[src/rtl/mem_bus_pkg.sv]
// mem_bus_pkg: shared types and constants for the memory bus initiator.
package mem_bus_pkg;

    // Initiator FSM states; cmd_ready is asserted only in IDLE.
    typedef enum logic [2:0] {
        IDLE,
        WRITE,
        RD_ADDR,
        RD_DATA,
        RSP
    } mem_bus_state_e;

    // Data returned for a read that targets a word outside the memory.
    localparam logic [31:0] ERR_DATA = 32'hDEADBEEF;

    // Number of words in the registered memory behind the bus.
    localparam int DEFAULT_DEPTH = 16;

    // Cycles from command accept to rsp_valid for a read.
    localparam int RD_LAT = 2;

endpackage

[src/rtl/mem_bus_initiator.sv]
// mem_bus_initiator: hardware bus master for the single-cycle addr/wr/wrdata/rddata
// memory bus. Commands arrive on a valid/ready port. Read data leaves on a
// valid/ready response port.
// Optional feature: define MEM_BUS_ADDR_CHECK_EN to reject commands whose
// address is >= DEPTH. Such commands never reach the bus. Reads of this kind
// return ERR_DATA with rsp_err set.
module mem_bus_initiator
    import mem_bus_pkg::*;
#(
    parameter int AW    = 32,
    parameter int DW    = 32,
    parameter int DEPTH = DEFAULT_DEPTH
) (
    input  logic          clk,
    input  logic          rst_n,
    input  logic          cmd_valid,
    output logic          cmd_ready,
    input  logic          cmd_wr,
    input  logic [AW-1:0] cmd_addr,
    input  logic [DW-1:0] cmd_wdata,
    output logic          rsp_valid,
    input  logic          rsp_ready,
    output logic [DW-1:0] rsp_rdata,
    output logic          rsp_err,
    output logic [AW-1:0] addr,
    output logic [DW-1:0] wrdata,
    output logic          wr,
    input  logic [DW-1:0] rddata
);

    mem_bus_state_e state;
    logic           cmd_oor;
    logic           rd_err;

    // Only one command is in flight at a time, so the port opens only when idle.
    assign cmd_ready = (state == IDLE);

`ifdef MEM_BUS_ADDR_CHECK_EN
    assign cmd_oor = (cmd_addr >= AW'(DEPTH));
`else
    assign cmd_oor = 1'b0;
`endif

    // Command FSM: registered bus outputs, the read pipeline and the response holding register.
    always_ff @(posedge clk) begin
        if (!rst_n) begin
            state     <= IDLE;
            addr      <= '0;
            wrdata    <= '0;
            wr        <= 1'b0;
            rsp_valid <= 1'b0;
            rsp_rdata <= '0;
            rsp_err   <= 1'b0;
            rd_err    <= 1'b0;
        end else begin
            wr <= 1'b0;
            case (state)
                IDLE: begin
                    if (cmd_valid) begin
                        rd_err <= cmd_oor;
                        if (cmd_wr) begin
                            state <= WRITE;
                            if (!cmd_oor) begin
                                addr   <= cmd_addr;
                                wrdata <= cmd_wdata;
                                wr     <= 1'b1;
                            end
                        end else begin
                            state <= RD_ADDR;
                            if (!cmd_oor) begin
                                addr <= cmd_addr;
                            end
                        end
                    end
                end
                WRITE: begin
                    state <= IDLE;
                end
                RD_ADDR: begin
                    state <= RD_DATA;
                end
                RD_DATA: begin
                    rsp_rdata <= rd_err ? DW'(ERR_DATA) : rddata;
                    rsp_err   <= rd_err;
                    rsp_valid <= 1'b1;
                    state     <= RSP;
                end
                RSP: begin
                    if (rsp_ready) begin
                        rsp_valid <= 1'b0;
                        state     <= IDLE;
                    end
                end
                default: begin
                    state <= IDLE;
                end
            endcase
        end
    end

endmodule

[config.mk]
export PLATFORM = sky130hd
export DESIGN_NAME = mem_bus_initiator
export DESIGN_NICKNAME = d
export VERILOG_FILES = /design/src/rtl/mem_bus_pkg.sv /design/src/rtl/mem_bus_initiator.sv
export SDC_FILE = /design/constraint.sdc
export NUM_CORES = 1
export LEC_CHECK = 0
export BUFFER_PORTS_ARGS = -buffer_cell sky130_fd_sc_hd__buf_2
export CAP_MARGIN = 20
export CORE_ASPECT_RATIO = 1.1
export CORE_MARGIN = 8
export CORE_UTILIZATION = 40
export DETAILED_ROUTE_END_ITERATION = 8
export GPL_TIMING_DRIVEN = 0
export PLACE_DENSITY = 0.72
export SETUP_SLACK_MARGIN = 0.05
export SKIP_LAST_GASP = 1
export SLEW_MARGIN = 30
export SYNTH_ARGS = -nofsm -noshare
export SYNTH_HDL_FRONTEND = slang
export SYNTH_SLANG_ARGS = --single-unit
[constraint.sdc]
create_clock -name clk -period 4.37 [get_ports clk]
set_clock_uncertainty 0.05 [all_clocks]
set_input_delay 1.311 -clock clk [delete_from_list [all_inputs] [get_ports clk]]
set_output_delay 1.311 -clock clk [all_outputs]
set_load 0.01 [all_outputs]
==> out/results.tsv <==
metric	value	unit
outcome	completed	
Rel. slew slack	50.9	%
final wirelength	11.8	mm
initial antenna violation count	0	
Final Critical Period	2.60	ns
antenna-violating nets left	0	
maximum vdd drop	0.000151	V
max cap viols	0	
Root Buffer	clkbuf_8	
count leader, synth	nand2_1	
WP data arrival	1.24	ns
TritonCTS clock tree	built	
nets@finish	758	
Core Area	9400	µm²
Mapped Area	3880	µm²
Synth top cells by count	nand2_1, dfxtp_1, a21boi_0, mux2i_1, nand3_1	
drt via density	4.79	
register area	2020	µm²
ys flop type	dfxtp_1	
largest net degree at the start of global routing	16	
multi-input logic area	1610	µm²
hold path depth	2	
Seq/Total Area, Yosys	52.1	%
# fillers	934	
R2R setup slack	2.63	ns
vias in the first global route	3877	
CP max stage delay	0.32	ns
hold slack	0.401	ns
Final Setup Violations	0	
first-pass GRT wire length	18.4	mm
GRT overflow	0	
Post-CTS Setup Inserts	0	
port buffer count	198	
design area	5220	µm²
Clk pin slew, worst setup/hold paths	0.09	ns
# DRC	0	
Setup CP Type	flip-flop to primary output	
Worst-Margin Slew	0.733	ns
clk sinks	101	
Yosys reg bits	101	
r2r startpoint	state[0]$_SDFFE_PN0P_	
CP Launch Type	flip-flop	
die width	110	µm
worst r2r path cells	4	
worst-skew pair later-pin latency	0.35	ns
FF-to-FF End	addr[11]$_SDFFE_PN0P_	
antenna fix cells	0	
RSZ-0062 raised after global routing	false	
Max stage delay cell, worst path	dfxtp_1	
# hold bufs at CTS	0	
initial DRC count	96	
worst-path fanout max	8	
largest area contributor in the netlist	dfxtp_1	
syn_nets	549	
DIE HEIGHT	119	µm
Tcrit/Tclk final	59.6	%
placed inst area	5020	µm²
# H-tree levels	3	
Final WS setup	1.77	ns
top cell type's share of synthesized area	52.1	%
Synth warnings	0	
Post-CTS Resized	0	
Initial Util	41.3	%
global placer's final weighted congestion	0.815	
final hold viol count	0	
post-DP HPWL	9.25	mm
Top Ports	201	
GRT Util Overall	17.5	%
Cells after Synth	448	
Total Negative Setup Slacks	0	ns
Hold Crit Start	addr[30]$_SDFFE_PN0P_	
CTS buffer count	9	
FP Rows	37	
async set-reset flop share out of synthesis	0	%
clk buf depth	2	
area grow syn2layout	34.4	%
via count	3731	
ranking of synthesized cells by area	dfxtp_1, nand2_1, mux2i_1	
Crit path buffers/inverters	2	
Lkg Pwr	2.44	nW
crit end category	primary output	
HP Class	flip-flop to flip-flop	
total die area	13100	µm²
Post-synth EDFFs	0	
syn_area_per_cell	8.66	µm²
WL/cell	15.1	µm
Pre-antenna DRT Iters	4	
final core utilization	55.5	%
Worst Hold Path EP	addr[30]$_SDFFE_PN0P_	
share of post-route cells with drive strength above 1	35.0	%
CP delay by family, top	flip-flops	
worst-path cell chain	buf_6, nor3_1, buf_2	
Synth cell types	28	
dpl ws	1.62	ns
Fmax achieved	384	MHz
Worst EP required	3.01	ns
Power Dens Cells	350	nW/µm²
fin. max-slew vios	0	
## layer usage
metal	up-vias	track usage, %	share of wire, %
li1	1875	-	-
met1	1686	18.8	39
met2	149	29.9	48
met3	21	6.53	10
met4	0	7.19	2.2
met5	-	0	0
## layout make-up
type                            instances  area share (%)
Timing Repair Buffer                  198            19.0
Clock buffer                           13            3.43
Buffer                                 38            4.68
Sequential cell                       101            38.8
Tap cell                              117            2.81
Clock inverter                          3           0.336
Inverter                                2           0.144
Multi-Input combinational cell        307            30.8
## tightest hold or removal path: stages, from the launching register on
cell and delay [ns]:
dfxtp_1 0.32, nand2_1 0.05, o21ai_1 0.05
## cells in the final DEF, fill, tap and decap left out, types with 5 or more instances in the layout
cell      synthesis  final
buf_2             4    202
nand2_1         162    162
dfxtp_1         101    101
a21boi_0         32     32
nand3_1          32     32
mux2i_1          32     32
o21ai_0          27     27
clkbuf_1         21     21
clkbuf_8          0     13
buf_6             6      6
o21ai_1           5      5
## worst max path at each step
stage                                startpoint                    end  depth (start not counted)
final                     state[0]$_SDFFE_PN0P_              cmd_ready                          3
after global routing      state[2]$_SDFFE_PN0P_              cmd_ready                          2
after CTS                 state[0]$_SDFFE_PN0P_              cmd_ready                          3
after detailed placement              cmd_valid  addr[23]$_SDFFE_PN0P_                          4
after global placement                cmd_valid  addr[23]$_SDFFE_PN0P_                          4
after floorplan                       cmd_valid  addr[21]$_SDFFE_PN0P_                          3
## through the flow
| step | cells | power (mW) |
|---|---|---|
| after global routing | 779 | 1.91 |
| after global placement | 763 | 1.26 |
| after detailed placement | 763 | 1.27 |
| final | 779 | 1.82 |
| after CTS | 779 | 1.85 |
| after floorplan | 448 | 1.14 |
## state kept, by name, indices dropped and copies added, names as in the netlist
register,count
addr,32
state,3
wrdata,32
rsp_rdata,32
wr,1
rsp_valid,1
## cell families (layout without fill, tap and decap cells)
group	count (synthesis)	in the layout	share of synthesized area, %
AOI/OAI and AO/OA	70	70	11.3
buffers and inverters	40	254	6.48
muxes	32	32	8.25
other	1	1	0.0966
DFF	101	101	52.1
and+or+nand+nor	204	204	21.8
## report_power, final
part           switching, mW  internal [mW]
Clock                  0.310          0.268
Sequential            0.0207          0.964
Combinational          0.143          0.118
Power figures use the tool's default switching activity.
